**src/rtl/priority_arbiter.sv**
```systemverilog
// priority_arbiter: registered N-way fixed/round-robin arbiter with a valid/ready grant interface.
// Optional gnt_count_o handshake counter is enabled by defining PRIORITY_ARBITER_STATS_EN.
module priority_arbiter #(
    parameter int NUM_REQ = 8,
    parameter int ARB_MODE = 1,
    localparam int W = $clog2(NUM_REQ)
) (
    input  logic               clk_i,
    input  logic               rst_i,
    input  logic [NUM_REQ-1:0] req_i,
    output logic               gnt_valid_o,
    input  logic               gnt_ready_i,
    output logic [W-1:0]       gnt_idx_o,
    output logic [NUM_REQ-1:0] gnt_onehot_o
`ifdef PRIORITY_ARBITER_STATS_EN
    ,
    output logic [31:0]        gnt_count_o
`endif
);
    typedef enum logic {IDLE, GRANT} state_t;

    state_t             r_state;
    logic [W-1:0]       r_idx;
    logic [NUM_REQ-1:0] r_onehot;
    logic [W-1:0]       r_prio_top;
    logic               w_hs;
    logic [NUM_REQ-1:0] w_mask;
    logic [W-1:0]       w_top;
    logic [W-1:0]       w_win;
    logic [NUM_REQ-1:0] w_win_oh;

    // Wrap modulo NUM_REQ so non-power-of-two sizes never index past NUM_REQ-1.
    function automatic logic [W-1:0] wrap_idx(input int t, input int i);
        return W'((t >= i) ? t - i : t - i + NUM_REQ);
    endfunction

    assign w_hs = (r_state == GRANT) && gnt_ready_i;
    assign w_mask = (r_state == GRANT) ? (req_i & ~r_onehot) : req_i;
    assign w_top = (ARB_MODE == 0) ? W'(NUM_REQ - 1) : r_prio_top;
    assign w_win_oh = {{(NUM_REQ-1){1'b0}}, 1'b1} << w_win;

    // Scan from lowest to highest priority so the last hit is the winner.
    always_comb begin
        w_win = '0;
        for (int i = NUM_REQ - 1; i >= 0; i--)
            if (w_mask[wrap_idx(int'(w_top), i)]) w_win = wrap_idx(int'(w_top), i);
    end

    always_ff @(posedge clk_i or posedge rst_i) begin
        if (rst_i) begin
            r_state    <= IDLE;
            r_idx      <= '0;
            r_onehot   <= '0;
            r_prio_top <= W'(NUM_REQ - 1);
        end else begin
            if (r_state == IDLE || w_hs) begin
                r_state  <= (w_mask != '0) ? GRANT : IDLE;
                r_idx    <= (w_mask != '0) ? w_win : '0;
                r_onehot <= (w_mask != '0) ? w_win_oh : '0;
            end
            if (w_hs && ARB_MODE != 0)
                r_prio_top <= (r_idx == '0) ? W'(NUM_REQ - 1) : r_idx - 1'b1;
        end
    end

`ifdef PRIORITY_ARBITER_STATS_EN
    logic [31:0] r_gnt_count;

    always_ff @(posedge clk_i or posedge rst_i) begin
        if (rst_i) r_gnt_count <= '0;
        else if (w_hs) r_gnt_count <= r_gnt_count + 32'd1;
    end

    assign gnt_count_o = r_gnt_count;
`endif

    assign gnt_valid_o = (r_state == GRANT);
    assign gnt_idx_o = r_idx;
    assign gnt_onehot_o = r_onehot;
endmodule

```
**config.mk**
```make
export PLATFORM = sky130hd
export DESIGN_NAME = priority_arbiter
export DESIGN_NICKNAME = d
export VERILOG_FILES = /design/src/rtl/priority_arbiter.sv
export SDC_FILE = /design/constraint.sdc
export NUM_CORES = 1
export LEC_CHECK = 0
export CAP_MARGIN = 20
export CORE_MARGIN = 1
export CORE_UTILIZATION = 40
export DETAILED_ROUTE_END_ITERATION = 8
export GPL_ROUTABILITY_DRIVEN = 0
export SLEW_MARGIN = 20
export SYNTH_ARGS = -nofsm -noshare
export SYNTH_HDL_FRONTEND = slang
export SYNTH_SLANG_ARGS = --single-unit
```
**constraint.sdc**
```tcl
create_clock -name clk_i -period 3.46 [get_ports clk_i]
set_input_delay 0.519 -clock clk_i [delete_from_list [all_inputs] [get_ports clk_i]]
set_output_delay 0.519 -clock clk_i [all_outputs]
set_load 0.05 [all_outputs]
```
==> results of run 1 <==
## power breakdown
group          internal, mW  total [mW]  leakage [nW]  switching, mW
registers             0.252       0.347         0.184         0.0955
clock network        0.0809       0.149        0.0217         0.0683
logic                 0.831        1.97         0.677           1.14
total                  1.16        2.47         0.883           1.30
## sequential cells by signal (all words and copies together), names as in the netlist
signal        flops
gnt_onehot_o      8
gnt_idx_o         3
r_prio_top        3
gnt_valid_o       1
## cell usage after synthesis (all sizes together), types with 2 or more instances
master,number,area (sq um)
mux2i,18,180
nand2,18,67.6
a21oi,15,75.1
inv,14,52.6
dfrtp,12,300
a211oi,11,82.6
mux2,11,139
o31ai,9,72.6
a21o,8,60.1
mux4,8,180
o21ai,8,40.0
clkbuf,6,26.3
ha,4,50.1
nand2b,4,25.0
or3,4,30.0
buf,3,21.3
dfstp,3,78.8
nand3,3,15.0
nor2,3,11.3
o21bai,3,22.5
a2111oi,2,36.3
a31oi,2,12.5
nor2b,2,12.5
nor3,2,15.0
nor4,2,12.5
o2111ai,2,17.5
o211ai,2,15.0
o221ai,2,17.5
## logic make-up after synthesis
kind of cell / Yosys count / share of synthesized area, %
buffers and inverters: 23 / 5.67
adders and majority gates: 4 / 2.83
muxes: 37 / 28.3
and+or+nand+nor: 40 / 11.5
xor gates and xnor gates: 2 / 0.992
AOI/OAI and AO/OA: 72 / 29.3
DFF: 15 / 21.5
## timing repair
item	CTS	global route
endpoints found under the setup margin	0	2
resized for setup	0	1
hold buffers	0	0
## layout make-up
class / instances / area, sq um
inverters: 14 / 52.6
fillers: 399 / 2020
clock inverters: 1 / 7.51
multi-input cells: 155 / 1290
clock buffers: 3 / 41.3
flip-flops and latches: 15 / 379
repair buffers: 28 / 265
well taps: 50 / 62.6
## worst paths after layout
check | start | slack, ps | endpoint
min | gnt_idx_o[2] | 510 | gnt_idx_o[2]
max reg2reg | r_prio_top[1] | 370 | gnt_onehot_o[6]
min in group asynchronous | rst_i | 620 | gnt_onehot_o[3]
min reg2reg | gnt_idx_o[2] | 510 | gnt_idx_o[2]
max | r_prio_top[1] | 370 | gnt_onehot_o[6]
max in group asynchronous | rst_i | 2470 | gnt_onehot_o[1]
## through the flow
step / worst slack [ps] / utilization, %
2_1_floorplan: 553 / -
5_1_grt: 110 / 51.0
6_report: 372 / 51.0
3_3_place_gp: 347 / 49.7
3_5_place_dp: 283 / 49.7
4_1_cts: 260 / 50.9
## worst max-delay path, stage by stage, from the launching register on
cell and delay, ps:
dfstp_2 700, inv_2 160, ha_2 510, inv_1 140, a211oi_1 290, o21ai_0 190, o2111ai_1 130, a22oi_1 140
or3_1 490, o31ai_1 240
## metal layers
| layer | track usage (%) | vias up | wire length [um] |
|---|---|---|---|
| li1 | - | 797 | - |
| met1 | 30.6 | 820 | 2310 |
| met2 | 41.4 | 57 | 2460 |
| met3 | 4.67 | 10 | 192 |
| met4 | 8.33 | 0 | 105 |
| met5 | 0 | - | 0 |
==> impl_metrics.xml, run 1 <==
<?xml version="1.0" encoding="UTF-8"?>
<metrics>
  <group name="floorplanning">
    <metric name="fp.coreArea" unit="sq um">4120</metric>
    <metric name="vert_die_dim" unit="um">68.5</metric>
    <metric name="pin_count" unit="">23</metric>
    <metric name="die_width" unit="um">68.5</metric>
    <metric name="start_util" unit="%">42.9</metric>
    <metric name="rows" unit="">23</metric>
    <metric name="die_area" unit="sq um">4690</metric>
  </group>
  <group name="power_and_ir_drop">
    <metric name="leakage" unit="nW">0.883</metric>
    <metric name="vdd_ir_drop_max" unit="mV">0.776</metric>
    <metric name="power.density" unit="nW/um^2">1180</metric>
    <metric name="report.power.total" unit="mW">2.47</metric>
  </group>
  <group name="route">
    <metric name="first_iter_violations" unit="">138</metric>
    <metric name="viasPerCell" unit="">6.33</metric>
    <metric name="route.vias.total" unit="">1684</metric>
    <metric name="ant_nets" unit="">0</metric>
    <metric name="detail_route.wl_per_cell" unit="um">19.1</metric>
    <metric name="drc_errors" unit="">0</metric>
    <metric name="drt_pass1_iterations" unit="">4</metric>
    <metric name="wl" unit="mm">5.07</metric>
  </group>
  <group name="timing">
    <metric name="holdWs" unit="ps">512</metric>
    <metric name="clock-skew-final" unit="ps">3.79</metric>
    <metric name="layout_worst_path_cycle_share" unit="%">89.3</metric>
    <metric name="total_negative_setup_slack" unit="ps">0</metric>
    <metric name="max_slew.worst_pin.slew" unit="ps">865</metric>
    <metric name="max_slew_headroom" unit="%">42.2</metric>
    <metric name="finalHoldViolations" unit="">0</metric>
    <metric name="rsz0062_at_grt" unit="">false</metric>
    <metric name="timing.final.max_slew_violations" unit="">0</metric>
    <metric name="finalWorstPathRequiredPeriod" unit="ps">3090</metric>
    <metric name="finalSetupViolCount" unit="">0</metric>
    <metric name="clock.fmax" unit="MHz">324</metric>
  </group>
  <group name="global_routing">
    <metric name="gr-total-overflow" unit="">0</metric>
    <metric name="grt_max_degree" unit="">17</metric>
    <metric name="gr-usage-all-layers" unit="%">24.4</metric>
    <metric name="grt_pass1_vias" unit="">1662</metric>
    <metric name="grt_first_pass_wirelength" unit="mm">8.28</metric>
    <metric name="number_of_antenna_violations_at_the_first_check_in_global_routing" unit="">0</metric>
  </group>
  <group name="logic_synthesis">
    <metric name="ys_ff_latch" unit="">15</metric>
    <metric name="post_synth_num_cell_types" unit="">49</metric>
    <metric name="yosysWarnings" unit="">0</metric>
    <metric name="synth.avg_cell_area" unit="sq um">9.15</metric>
    <metric name="syn-instance-count" unit="">193</metric>
    <metric name="synthesis.nets" unit="">208</metric>
    <metric name="synthFlopType" unit="">dfrtp_1</metric>
    <metric name="netlist_area" unit="sq um">1770</metric>
    <metric name="yosysSeqAreaShare" unit="%">21.5</metric>
    <metric name="synthArstFlopShare" unit="%">100</metric>
    <metric name="synth_enable_flop_cells" unit="">0</metric>
  </group>
  <group name="setup_path">
    <metric name="type_of_the_worst_setup_path" unit="">reg -&gt; reg</metric>
    <metric name="critical_path.startpoint_type" unit="">register</metric>
    <metric name="worstSetupEndpointType" unit="">register</metric>
    <metric name="ff2ff_path_depth" unit="">9</metric>
    <metric name="cp.arrival" unit="ps">3240</metric>
    <metric name="worst-endpoint-required" unit="ps">3610</metric>
    <metric name="critical_path_peak_fanout" unit="">13</metric>
  </group>
  <group name="finish">
    <metric name="antenna_cells_inserted" unit="">0</metric>
    <metric name="fin_nets" unit="">232</metric>
    <metric name="mostFrequentLayoutCell" unit="">clkdlybuf4s50_1</metric>
    <metric name="finish.instance_area" unit="sq um">2100</metric>
    <metric name="fin_cells" unit="">266</metric>
    <metric name="most-common-layout-cells" unit="">clkdlybuf4s50_1 (22), mux2i_1 (18), nand2_1 (18)</metric>
    <metric name="drive_above_1_share" unit="%">17.6</metric>
    <metric name="flow.area_growth_from_synthesis" unit="%">18.8</metric>
  </group>
  <group name="cts">
    <metric name="htree_levels" unit="">1</metric>
    <metric name="cts_setup_buffers" unit="">0</metric>
    <metric name="clock_root_buffer" unit="">clkbuf_8</metric>
    <metric name="cts_tree" unit="">yes</metric>
    <metric name="clkTransAtPathRegs" unit="ps">70</metric>
    <metric name="cts-buffers-inserted" unit="">3</metric>
    <metric name="max-clock-path-buffers" unit="">2</metric>
    <metric name="worstSkewPairLatency" unit="ps">250</metric>
    <metric name="total_clock_sinks" unit="">15</metric>
  </group>
  <group name="run">
    <metric name="cap_viol_max_count" unit="">0</metric>
  </group>
  <group name="place">
    <metric name="placed_cells_incl_taps" unit="">262</metric>
    <metric name="dp.final_hpwl" unit="mm">4.09</metric>
    <metric name="postPlaceCellArea" unit="sq um">2050</metric>
    <metric name="buffer_ports.inserted" unit="">22</metric>
  </group>
  <group name="min_path">
    <metric name="path_type_of_the_worst_min_delay_path" unit="">reg -&gt; reg</metric>
    <metric name="whs_path_depth" unit="">2</metric>
  </group>
  <group name="run_status">
    <metric name="outcome" unit="">completed</metric>
  </group>
</metrics>
No activity file was read; power rests on OpenSTA's default activity.
==> run 2: changes to the inputs <==
--- a/config.mk
+++ b/config.mk
@@ -9,6 +9,7 @@
 export CORE_MARGIN = 1
 export CORE_UTILIZATION = 40
 export DETAILED_ROUTE_END_ITERATION = 8
+export DONT_BUFFER_PORTS = 1
 export GPL_ROUTABILITY_DRIVEN = 0
 export SLEW_MARGIN = 20
 export SYNTH_ARGS = -nofsm -noshare
==> run 2 against run 1 <==
  * Clock skew decreased by 2.0 ps
  * Count of clock-buffer cells in the layout unchanged
  * Global-route usage decreased by 1.1 points
  * Core utilization decreased by 5.5 points
  * Final cell count decreased by 8.3%
  * Worst hold slack got worse by 310 ps
  * Critical path type unchanged
==> impl_metrics.xml, run 2 (synthesized netlist as in run 1, its figures left out) <==
<?xml version="1.0" encoding="UTF-8"?>
<metrics>
  <group name="floorplanning">
    <metric name="rows" unit="">23</metric>
    <metric name="start_util" unit="%">42.9</metric>
    <metric name="fp.coreArea" unit="sq um">4120</metric>
    <metric name="pin_count" unit="">23</metric>
    <metric name="die_width" unit="um">68.5</metric>
    <metric name="vert_die_dim" unit="um">68.5</metric>
    <metric name="die_area" unit="sq um">4690</metric>
  </group>
  <group name="cts">
    <metric name="max-clock-path-buffers" unit="">2</metric>
    <metric name="postCtsResizedCells" unit="">0</metric>
    <metric name="cts-buffers-inserted" unit="">3</metric>
    <metric name="clkTransAtPathRegs" unit="ps">60</metric>
    <metric name="worstSkewPairLatency" unit="ps">250</metric>
    <metric name="clock_root_buffer" unit="">clkbuf_8</metric>
    <metric name="cts_tree" unit="">yes</metric>
    <metric name="cts_setup_buffers" unit="">0</metric>
    <metric name="cts-hold-fix-buffers" unit="">0</metric>
    <metric name="htree_levels" unit="">1</metric>
    <metric name="total_clock_sinks" unit="">15</metric>
  </group>
  <group name="setup_path">
    <metric name="cp.arrival" unit="ps">3360</metric>
    <metric name="timing.critical_path.max_delay_family" unit="">compound AO/OA/AOI/OAI gates</metric>
    <metric name="critical-path-slowest-cell" unit="">dfstp_2</metric>
    <metric name="worstSetupEndpointType" unit="">register</metric>
    <metric name="critical_path.cell_chain" unit="">inv_2 &gt; ha_1 &gt; xor2_1 &gt; mux4_2 &gt; o21bai_1 &gt; a2111oi_4 &gt; nor3_2 &gt; o31ai_1</metric>
    <metric name="critical_path_peak_fanout" unit="">12</metric>
    <metric name="critical_path_max_stage_delay" unit="ps">700</metric>
    <metric name="type_of_the_worst_setup_path" unit="">reg -&gt; reg</metric>
    <metric name="worst_reg2reg_path_startpoint" unit="">r_prio_top[1]</metric>
    <metric name="worst-endpoint-required" unit="ps">3600</metric>
    <metric name="ff2ff_path_depth" unit="">8</metric>
    <metric name="critical_path.startpoint_type" unit="">register</metric>
    <metric name="timing.rr.end" unit="">gnt_onehot_o[2]</metric>
    <metric name="worst-r2r-setup-slack" unit="ps">250</metric>
    <metric name="timing.critical_path.buf_inv" unit="">1</metric>
  </group>
  <group name="timing">
    <metric name="layout_worst_path_cycle_share" unit="%">92.9</metric>
    <metric name="final.setup.worst_slack" unit="ps">246</metric>
    <metric name="clock-skew-final" unit="ps">1.76</metric>
    <metric name="max_slew.worst_pin.slew" unit="ps">863</metric>
    <metric name="timing.final.max_slew_violations" unit="">0</metric>
    <metric name="finalWorstPathRequiredPeriod" unit="ps">3210</metric>
    <metric name="total_negative_setup_slack" unit="ps">0</metric>
    <metric name="clock.fmax" unit="MHz">311</metric>
    <metric name="finalHoldViolations" unit="">0</metric>
    <metric name="max_slew_headroom" unit="%">42.3</metric>
    <metric name="rsz0062_at_grt" unit="">false</metric>
    <metric name="finalSetupViolCount" unit="">0</metric>
  </group>
  <group name="place">
    <metric name="pre_cts_slack" unit="ps">273</metric>
    <metric name="buffer_ports.inserted" unit="">0</metric>
    <metric name="dp.final_hpwl" unit="mm">4.01</metric>
  </group>
  <group name="route">
    <metric name="route.vias.total" unit="">1589</metric>
    <metric name="drt_pass1_iterations" unit="">4</metric>
    <metric name="ant_nets" unit="">0</metric>
    <metric name="first_iter_violations" unit="">152</metric>
    <metric name="drc_errors" unit="">0</metric>
    <metric name="detail_route.wl_per_cell" unit="um">20.4</metric>
    <metric name="wl" unit="mm">4.98</metric>
    <metric name="viasPerCell" unit="">6.51</metric>
  </group>
  <group name="finish">
    <metric name="antenna_cells_inserted" unit="">0</metric>
    <metric name="fin_nets" unit="">210</metric>
    <metric name="ff_latch_area" unit="sq um">379</metric>
    <metric name="multiInputGateArea" unit="sq um">1290</metric>
    <metric name="postLayoutCoreUtil" unit="%">45.5</metric>
    <metric name="largest_register_ffs" unit="">8</metric>
    <metric name="drive_above_1_share" unit="%">19.1</metric>
    <metric name="flow.area_growth_from_synthesis" unit="%">6.02</metric>
    <metric name="most-common-layout-cells" unit="">mux2i_1 (18), nand2_1 (18), a21oi_1 (15)</metric>
    <metric name="fillers" unit="">406</metric>
  </group>
  <group name="min_path">
    <metric name="path_type_of_the_worst_min_delay_path" unit="">in -&gt; async</metric>
  </group>
  <group name="global_routing">
    <metric name="grt_max_degree" unit="">27</metric>
    <metric name="number_of_antenna_violations_at_the_first_check_in_global_routing" unit="">0</metric>
    <metric name="gr-total-overflow" unit="">0</metric>
    <metric name="grt_first_pass_wirelength" unit="mm">7.95</metric>
    <metric name="grt_pass1_vias" unit="">1613</metric>
    <metric name="gr-usage-all-layers" unit="%">23.3</metric>
  </group>
  <group name="run_status">
    <metric name="outcome" unit="">completed</metric>
  </group>
  <group name="run">
    <metric name="cap_viol_max_count" unit="">0</metric>
  </group>
</metrics>
==> run 2: cell count changes in the layout (fill, tap and decap cells not counted), sizes merged <==
cell	previous run	this run
clkdlybuf4s50	22	0
clkinvlp	1	0
clkinv	0	1
==> run 2: per-layer routing <==
layer	routed length (um)	global-route usage (%)
met2	2400	40.1
met5	0	0
met4	27	4.69
met1	2130	29.8
met3	424	4.67
==> run 2: per-stage QoR <==
stage / instances / instance area, sq um / hold slack, ps
3_3_place_gp: 240 / 1830 / 467
2_1_floorplan: 193 / 1770 / 418
6_report: 244 / 1870 / 206
4_1_cts: 244 / 1870 / 213
3_5_place_dp: 240 / 1830 / 488
5_1_grt: 244 / 1870 / 259
==> run 2: final cells by class <==
class                   count  share of cell area (%)
inverters                  14                    2.81
well taps                  50                    3.34
clock buffers               3                    2.20
repair buffers              6                    2.40
clock inverters             1                   0.267
multi-input cells         155                    68.7
flip-flops and latches     15                    20.2
==> run 2: how the worst max path moves through the flow <==
stage / from / end / cells past startpoint
global placement: r_prio_top[1] / gnt_onehot_o[0] / 8
finish: r_prio_top[1] / gnt_onehot_o[2] / 8
floorplan: r_prio_top[1] / gnt_onehot_o[3] / 9
detailed placement: r_prio_top[1] / gnt_onehot_o[2] / 8
global route: r_prio_top[1] / gnt_onehot_o[2] / 8
CTS: r_prio_top[1] / gnt_onehot_o[2] / 8
Power of run 2 is not shown: default switching activity piles up to over one toggle a cycle in this logic, so the estimate is an artifact.
==> run 3: changes to the inputs <==
--- a/config.mk
+++ b/config.mk
@@ -11,6 +11,7 @@
 export DETAILED_ROUTE_END_ITERATION = 8
 export DONT_BUFFER_PORTS = 1
 export GPL_ROUTABILITY_DRIVEN = 0
+export SETUP_SLACK_MARGIN = 0.05
 export SLEW_MARGIN = 20
 export SYNTH_ARGS = -nofsm -noshare
 export SYNTH_HDL_FRONTEND = slang
==> run 3 against run 2 <==
  * Final cell count did not move
  * Fmax is 2.1% higher
  * Wire length increased by 0.60%
  * Worst setup slack gained 67 ps
  * Cell area is 0.40% higher
==> impl_metrics.xml, run 3 (synthesized netlist as in run 1, its figures left out) <==
<?xml version="1.0" encoding="UTF-8"?>
<metrics>
  <group name="run_status">
    <metric name="outcome" unit="">completed</metric>
  </group>
  <group name="timing">
    <metric name="max_slew.worst_pin.slew" unit="ps">854</metric>
    <metric name="finalSetupViolCount" unit="">0</metric>
    <metric name="max_slew_headroom" unit="%">42.9</metric>
    <metric name="clock-skew-final" unit="ps">2.56</metric>
    <metric name="total_negative_setup_slack" unit="ps">0</metric>
    <metric name="finalHoldViolations" unit="">0</metric>
    <metric name="timing.final.max_slew_violations" unit="">0</metric>
    <metric name="finalWorstPathRequiredPeriod" unit="ps">3150</metric>
    <metric name="rsz0062_at_grt" unit="">false</metric>
    <metric name="clock.fmax" unit="MHz">318</metric>
    <metric name="layout_worst_path_cycle_share" unit="%">91.0</metric>
  </group>
  <group name="global_routing">
    <metric name="gr-usage-all-layers" unit="%">23.3</metric>
    <metric name="grt_max_degree" unit="">27</metric>
    <metric name="grt_pass1_vias" unit="">1613</metric>
    <metric name="grt_first_pass_wirelength" unit="mm">7.95</metric>
    <metric name="number_of_antenna_violations_at_the_first_check_in_global_routing" unit="">0</metric>
    <metric name="gr-total-overflow" unit="">0</metric>
  </group>
  <group name="finish">
    <metric name="antenna_cells_inserted" unit="">0</metric>
    <metric name="most-common-layout-cells" unit="">mux2i_1 (18), nand2_1 (18), a21oi_1 (15)</metric>
    <metric name="finish.instance_area" unit="sq um">1880</metric>
    <metric name="fillers" unit="">406</metric>
    <metric name="largest_register_ffs" unit="">8</metric>
    <metric name="fin_nets" unit="">210</metric>
    <metric name="fin_cells" unit="">244</metric>
    <metric name="drive_above_1_share" unit="%">19.6</metric>
    <metric name="flow.area_growth_from_synthesis" unit="%">6.44</metric>
  </group>
  <group name="min_path">
    <metric name="path_type_of_the_worst_min_delay_path" unit="">in -&gt; async</metric>
  </group>
  <group name="floorplanning">
    <metric name="vert_die_dim" unit="um">68.5</metric>
    <metric name="rows" unit="">23</metric>
    <metric name="start_util" unit="%">42.9</metric>
    <metric name="pin_count" unit="">23</metric>
    <metric name="die_width" unit="um">68.5</metric>
    <metric name="die_area" unit="sq um">4690</metric>
    <metric name="fp.coreArea" unit="sq um">4120</metric>
  </group>
  <group name="route">
    <metric name="wl" unit="mm">5.01</metric>
    <metric name="route.vias.total" unit="">1634</metric>
    <metric name="drt_pass1_iterations" unit="">5</metric>
    <metric name="detail_route.wl_per_cell" unit="um">20.5</metric>
    <metric name="ant_nets" unit="">0</metric>
    <metric name="viasPerCell" unit="">6.70</metric>
    <metric name="drc_errors" unit="">0</metric>
    <metric name="first_iter_violations" unit="">129</metric>
  </group>
  <group name="setup_path">
    <metric name="critical_path.cell_chain" unit="">buf_4 &gt; mux2i_1 &gt; a21oi_1 &gt; mux4_2 &gt; o21bai_1 &gt; a2111oi_4 &gt; nor3_2 &gt; o31ai_1</metric>
    <metric name="cp.arrival" unit="ps">3290</metric>
    <metric name="critical-path-slowest-cell" unit="">mux4_2</metric>
    <metric name="worstSetupEndpointType" unit="">register</metric>
    <metric name="timing.critical_path.max_delay_family" unit="">compound AO/OA/AOI/OAI gates</metric>
    <metric name="critical_path_max_stage_delay" unit="ps">580</metric>
    <metric name="timing.critical_path.buf_inv" unit="">1</metric>
    <metric name="worst-endpoint-required" unit="ps">3600</metric>
    <metric name="critical_path.startpoint_type" unit="">register</metric>
    <metric name="critical_path_peak_fanout" unit="">22</metric>
    <metric name="type_of_the_worst_setup_path" unit="">reg -&gt; reg</metric>
  </group>
  <group name="cts">
    <metric name="clkTransAtPathRegs" unit="ps">60</metric>
    <metric name="cts_setup_buffers" unit="">0</metric>
    <metric name="htree_levels" unit="">1</metric>
    <metric name="clock_root_buffer" unit="">clkbuf_8</metric>
    <metric name="cts-buffers-inserted" unit="">3</metric>
    <metric name="cts-hold-fix-buffers" unit="">0</metric>
    <metric name="total_clock_sinks" unit="">15</metric>
    <metric name="cts_tree" unit="">yes</metric>
    <metric name="worstSkewPairLatency" unit="ps">250</metric>
    <metric name="max-clock-path-buffers" unit="">2</metric>
  </group>
  <group name="place">
    <metric name="dp.final_hpwl" unit="mm">4.01</metric>
    <metric name="placed_cells_incl_taps" unit="">240</metric>
    <metric name="postPlaceCellArea" unit="sq um">1830</metric>
    <metric name="buffer_ports.inserted" unit="">0</metric>
  </group>
  <group name="run">
    <metric name="cap_viol_max_count" unit="">0</metric>
  </group>
</metrics>
## run 3: layout make-up
class | instances | area [sq um] | share of cell area, %
sequential | 15 | 379 | 20.2
timing repair buffer | 6 | 45.0 | 2.40
inverter | 14 | 52.6 | 2.79
tap | 50 | 62.6 | 3.33
multi-input combinational | 155 | 1290 | 68.9
clock buffer | 3 | 41.3 | 2.20
clock inverter | 1 | 5.00 | 0.266
## run 3: timing repair
| item | CTS | global route |
|---|---|---|
| endpoints found under the hold margin | 0 | 0 |
| resized for setup | 0 | 1 |
| setup endpoints to repair | 0 | 1 |
## run 3: per-layer routing
| layer | up-vias | global-route usage, % | routed length (um) |
|---|---|---|---|
| li1 | 758 | - | - |
| met1 | 793 | 29.8 | 2160 |
| met2 | 77 | 40.1 | 2370 |
| met3 | 6 | 4.67 | 439 |
| met4 | 0 | 4.69 | 42 |
| met5 | - | 0 | 0 |
## run 3: metrics by stage
step	util (%)	setup WS [ps]	hold slack (ps)
finish	45.7	312	206
floorplan	-	553	418
detailed placement	44.4	273	488
global placement	44.4	311	467
CTS	45.5	249	213
global route	45.7	147	259
## run 3: worst paths after layout
kind,start,endpoint,slack [ps],cells after the start
worst max-delay path,r_prio_top[0],gnt_onehot_o[2],310,8
worst min-delay path,rst_i,gnt_idx_o[2],210,1
worst max register to register,r_prio_top[0],gnt_onehot_o[2],310,8
worst min register to register,r_prio_top[0],r_prio_top[0],550,2
max in group asynchronous,rst_i,r_prio_top[2],2880,1
min in group clk_i,gnt_ready_i,r_prio_top[0],510,2
Power of run 3 is left out for the same reason.
